--- src/rtl/stage_3_lsu.sv ---
// Memory-stage load/store unit: issues one req/ack data-bus access per instruction and extends load data.
// Latency: 3 cycles for an access acknowledged at once, 2 for a fault. lsu_stall holds the pipeline until DONE.
module stage_3_lsu #(
  parameter int TIMEOUT = 255
) (
  input  logic        cpu_clk,
  input  logic        reset,
  input  logic        mem_valid,
  input  logic        mem_rd,
  input  logic        mem_wr,
  input  logic [2:0]  funct3,
  input  logic [31:0] addr,
  input  logic [31:0] wdata,
  output logic [31:0] MEM_data,
  output logic        lsu_stall,
  output logic        lsu_fault,
  output logic [1:0]  lsu_cause,
  output logic        dmem_req,
  output logic        dmem_we,
  output logic [31:0] dmem_addr,
  output logic [31:0] dmem_wdata,
  output logic [3:0]  dmem_wstrb,
  input  logic [31:0] dmem_rdata,
  input  logic        dmem_ack
);

  localparam int CW = (TIMEOUT > 1) ? $clog2(TIMEOUT) : 1;

  typedef enum logic [1:0] {
    ST_IDLE = 2'b00,
    ST_WAIT = 2'b01,
    ST_DONE = 2'b10
  } state_t;

  state_t          state;
  logic [CW-1:0]   cnt;
  logic [2:0]      ld_f3;
  logic [1:0]      ld_off;

  logic            access;
  logic            illegal;
  logic            misaligned;
  logic [31:0]     st_data;
  logic [3:0]      st_strb;
  logic [7:0]      ld_byte;
  logic [15:0]     ld_half;
  logic [31:0]     ld_ext;

  // Request decode: legality, alignment and store lane placement
  always_comb begin
    access     = mem_valid & (mem_rd | mem_wr);
    illegal    = mem_rd & mem_wr;
    misaligned = 1'b0;
    if (mem_rd && (funct3 == 3'b011 || funct3 == 3'b110 || funct3 == 3'b111))
      illegal = 1'b1;
    if (mem_wr && (funct3[2] || (funct3[1:0] == 2'b11)))
      illegal = 1'b1;
    case (funct3[1:0])
      2'b01:   misaligned = addr[0];
      2'b10:   misaligned = |addr[1:0];
      default: misaligned = 1'b0;
    endcase
    case (funct3[1:0])
      2'b00: begin
        st_data = {4{wdata[7:0]}};
        st_strb = 4'b0001 << addr[1:0];
      end
      2'b01: begin
        st_data = {2{wdata[15:0]}};
        st_strb = 4'b0011 << {addr[1], 1'b0};
      end
      default: begin
        st_data = wdata;
        st_strb = 4'b1111;
      end
    endcase
  end

  // Load lane select and extension, using the size/offset captured at issue
  always_comb begin
    case (ld_off)
      2'b00:   ld_byte = dmem_rdata[7:0];
      2'b01:   ld_byte = dmem_rdata[15:8];
      2'b10:   ld_byte = dmem_rdata[23:16];
      default: ld_byte = dmem_rdata[31:24];
    endcase
    ld_half = ld_off[1] ? dmem_rdata[31:16] : dmem_rdata[15:0];
    case (ld_f3)
      3'b000:  ld_ext = {{24{ld_byte[7]}}, ld_byte};
      3'b100:  ld_ext = {24'b0, ld_byte};
      3'b001:  ld_ext = {{16{ld_half[15]}}, ld_half};
      3'b101:  ld_ext = {16'b0, ld_half};
      default: ld_ext = dmem_rdata;
    endcase
  end

  assign lsu_stall = (state == ST_WAIT) | ((state == ST_IDLE) & access);

  always_ff @(posedge cpu_clk) begin
    if (!reset) begin
      state      <= ST_IDLE;
      cnt        <= '0;
      ld_f3      <= 3'b000;
      ld_off     <= 2'b00;
      MEM_data   <= 32'h0;
      lsu_fault  <= 1'b0;
      lsu_cause  <= 2'b00;
      dmem_req   <= 1'b0;
      dmem_we    <= 1'b0;
      dmem_addr  <= 32'h0;
      dmem_wdata <= 32'h0;
      dmem_wstrb <= 4'b0000;
    end else begin
      lsu_fault <= 1'b0;
      lsu_cause <= 2'b00;
      case (state)
        ST_IDLE: begin
          if (access) begin
            if (illegal) begin
              lsu_fault <= 1'b1;
              lsu_cause <= 2'b11;
              state     <= ST_DONE;
            end else if (misaligned) begin
              lsu_fault <= 1'b1;
              lsu_cause <= 2'b01;
              state     <= ST_DONE;
            end else begin
              dmem_req   <= 1'b1;
              dmem_we    <= mem_wr;
              dmem_addr  <= {addr[31:2], 2'b00};
              dmem_wdata <= mem_wr ? st_data : 32'h0;
              dmem_wstrb <= mem_wr ? st_strb : 4'b0000;
              ld_f3      <= funct3;
              ld_off     <= addr[1:0];
              cnt        <= '0;
              state      <= ST_WAIT;
            end
          end
        end
        ST_WAIT: begin
          // An ack in the expiry cycle still completes the access normally
          if (dmem_ack) begin
            if (!dmem_we)
              MEM_data <= ld_ext;
            dmem_req <= 1'b0;
            state    <= ST_DONE;
          end else if (cnt == CW'(TIMEOUT - 1)) begin
            dmem_req  <= 1'b0;
            MEM_data  <= 32'h0;
            lsu_fault <= 1'b1;
            lsu_cause <= 2'b10;
            state     <= ST_DONE;
          end else begin
            cnt <= cnt + CW'(1);
          end
        end
        default: state <= ST_IDLE;
      endcase
    end
  end

endmodule

--- config.mk ---
export PLATFORM = sky130hd
export DESIGN_NAME = stage_3_lsu
export DESIGN_NICKNAME = d
export VERILOG_FILES = /design/src/rtl/stage_3_lsu.sv
export SDC_FILE = /design/constraint.sdc
export NUM_CORES = 1
export LEC_CHECK = 0
export CAP_MARGIN = 20
export CORE_UTILIZATION = 39
export DETAILED_ROUTE_END_ITERATION = 7
export GPL_ROUTABILITY_DRIVEN = 0
export PLACE_DENSITY = 0.84
export SETUP_SLACK_MARGIN = 0.3
export SYNTH_ARGS = -nofsm -noshare
export SYNTH_HDL_FRONTEND = slang
export SYNTH_SLANG_ARGS = --single-unit
--- constraint.sdc ---
create_clock -name cpu_clk -period 2.03 [get_ports cpu_clk]
set_input_delay 0.203 -clock cpu_clk [delete_from_list [all_inputs] [get_ports cpu_clk]]
set_output_delay 0.203 -clock cpu_clk [all_outputs]
set_load 0.05 [all_outputs]
==> qor.yml <==
cp-end-kind: "register"
path_clk_slew_ns: 0.05
start_kind: "register"
core_area_um2: 12670
setup_ws_ns: 0.3144
p_seq_frac: 0.369
routedWlPerCell_um: 16.84
grt_max_degree: 57
status: "finished clean"
comb_power_share: 0.196
drt-total-wl_um: 16970
grt_pass1_wl_um: 26100
synth_edf_count: 0
boundaryPins: 211
critical-path-max-stage-delay_ns: 0.53
fill_cells: 1062
stdcell_count: 1008
hold_ws_ns: 0.2643
finalHoldViolCount: 0
fp-row-count: 41
arrival_ns: 2.02
dpl_cell_area_um2: 7591
num_vias: 5347
cts_tree: "done"
flow.area_growth_from_synthesis_pct: 62.26
critPathKind: "reg2reg"
multi_input_area_um2: 2621
antenna_found_initial: 0
async_reset_ff_frac: 0
initial_core_util: 0.4024
pre_cts_ws_ns: -0.3514
ir_drop_mv: 0.6528
finalSetupViolations: 0
cap_violations: 0
yosys_warnings: 0
grt_setup_unrepaired: "true"
hpwl_um: 11510
grt_use_total: 0.2523
max_slew_margin: 0.5912
crit_path_top_delay_cell: "mux4_2"
fp.dieW_um: 116.3
cts_root_buf: "clkbuf_16"
cts_buffers: 17
synth_cell_types: 52
syn_avg_cell_area_um2: 8.598
path_cells: "mux4_2 > buf_6 > a21oi_2 > or3_4 > a21oi_2 > a221o_1"
worstPathMaxFanout: 3
synth.top_cells.by_area: "dfxtp_1 46%, nand2_1 10%, a21oi_1 7.9%, a221o_1 3.5%, o21ai_0 3.0%"
diodes: 0
clock_sinks: 118
grt_remaining_overflow: 0
switchingPower_w: 0.001888
h-tree-depth: 4
power.internal_w: 0.004832
drtIter0Drc: 353
layout_min_cycle_time_ns: 1.716
final_cell_mix: "137 x nand2_1, 110 x dfxtp_1, 104 x dlygate4sd2_1, 100 x clkdlybuf4s50_1, 75 x a21oi_1"
syn_area_um2: 5099
antenna_left: 0
nets: 936
leakage_nw: 3.589
ff_latch_area_um2: 2380
cpMostUsedCell: "a21oi_2"
synth_seq_cells: 118
hp-class: "in2reg"
synth_top_area_cell: "dfxtp_1"
layout.cells.most_common: "nand2_1"
synth-main-ff-cell: "dfxtp_1"
cts_buffer_depth: 2
dr.pass1.iters: 5
clkPwrFrac: 0.434
worst_pin_slew_ns: 0.6123
fin_skew_ns: 0.008987
dieArea_um2: 13540
layout-drive-gt1-share: 0.1639
vias_per_cell: 5.305
seq_area_frac_synth: 0.4633
dpl.cell_count: 969
clk_latency_ns: 0.42
design_area_um2: 8273
drv_slew: 0
synth_top_area_share: 0.4633
powerDensity_nw_per_um2: 812.3
synthCells: 593
p_sw_frac: 0.2809
fin_crit_sh: 0.8451
critPathRequiredTime_ns: 2.33
fmaxAchievable_mhz: 582.9
numPortBuffers: 208
grt_pass1_vias: 5231
drc_errors: 0
die_y_um: 116.3
ctsHoldBuffers: 0
==> cells in the mapped netlist (all sizes together) (2+ instances only) <==
| master | instances |
|---|---|
| a22o | 8 |
| and2 | 5 |
| or3 | 6 |
| ha | 6 |
| and3 | 2 |
| clkbuf | 24 |
| o221ai | 8 |
| a31oi | 8 |
| nand2 | 138 |
| buf | 20 |
| mux2 | 6 |
| nand3 | 12 |
| dfxtp | 118 |
| or4 | 4 |
| a21oi | 80 |
| o31ai | 3 |
| mux2i | 8 |
| a221o | 18 |
| o211ai | 3 |
| nor2 | 16 |
| nor2b | 4 |
| o21ai | 32 |
| nor3 | 7 |
| a32o | 6 |
| nand4 | 2 |
| nor3b | 6 |
| nand2b | 10 |
| inv | 13 |
| a22oi | 8 |
==> state kept, by name, indices dropped and copies added, names as in the netlist <==
name / cells
MEM_data: 32
dmem_wdata: 32
dmem_addr: 30
cnt: 8
dmem_wstrb: 4
ld_f3: 3
ld_off: 2
lsu_cause: 2
state: 2
dmem_req: 1
dmem_we: 1
lsu_fault: 1
==> repair_timing <==
action / CTS / global route
setup buffers: 4 / 3
gates resized for setup: 122 / 22
pin swaps: 11 / 14
cloned: 1 / 1
endpoints found under the setup margin: 206 / 103
==> final timing paths <==
check | start | to | slack, ns | cells past startpoint
max | ld_off[1]$_SDFFE_PN0P_ | MEM_data[14]$_SDFFE_PN0P_ | 0.31 | 6
min | funct3[1] | ld_f3[1]$_SDFFE_PN0P_ | 0.26 | 4
max reg2reg | ld_off[1]$_SDFFE_PN0P_ | MEM_data[14]$_SDFFE_PN0P_ | 0.31 | 6
min reg2reg | dmem_wdata[30]$_SDFFE_PN0P_ | dmem_wdata[30]$_SDFFE_PN0P_ | 0.44 | 2
==> metal layers <==
| layer | routed length (µm) | GRT usage |
|---|---|---|
| met5 | 0 | 0 |
| met4 | 473 | 0.1274 |
| met3 | 1306 | 0.08095 |
| met2 | 8341 | 0.4170 |
| met1 | 6852 | 0.2934 |
==> logic make-up (layout without fill, tap and decap cells) <==
family,after synthesis,in the layout,share of synthesized area
AND/OR/NAND/NOR,215,216,0.1973
other,1,2,0.0007355
buffers and inverters,57,298,0.05620
multiplexers,15,15,0.03337
adder cells (fa/ha/maj),6,6,0.01472
flip-flops,118,118,0.4633
XOR/XNOR,1,1,0.001718
AO/OA/AOI/OAI,180,180,0.2326
==> critical path: cells and delay by family (launching register included) <==
kind | cells | cell delay [ns]
AND/OR/NAND/NOR | 1 | 0.16
buffers and inverters | 1 | 0.15
multiplexers | 1 | 0.53
AO/OA/AOI/OAI | 3 | 0.42
flip-flops | 1 | 0.35
==> stage by stage <==
stage               setup TNS [ns]  power [W]    util
floorplan                        0   0.003253       -
global placement            -14.57   0.003822  0.5991
detailed placement          -22.81   0.003837  0.5991
CTS                              0   0.006731  0.6431
global route                     0   0.006945  0.6529
finish                           0   0.006720  0.6529
==> power groups by stage <==
stage	logic, W	registers [W]	clock network (W)
2_1_floorplan	0.000444	0.00281	0
3_3_place_gp	0.00129	0.00253	0
3_5_place_dp	0.00131	0.00253	0
4_1_cts	0.00128	0.00248	0.00297
5_1_grt	0.00140	0.00249	0.00305
6_report	0.00132	0.00248	0.00292
==> final cells by class <==
class,instances,area share
repair buffers,255,0.2939
well taps,172,0.02601
clock buffers,21,0.05687
multi-input cells,420,0.3168
clock inverters,9,0.01225
inverters,13,0.006503
flip-flops and latches,118,0.2877
(Power assumes the default switching activity.)
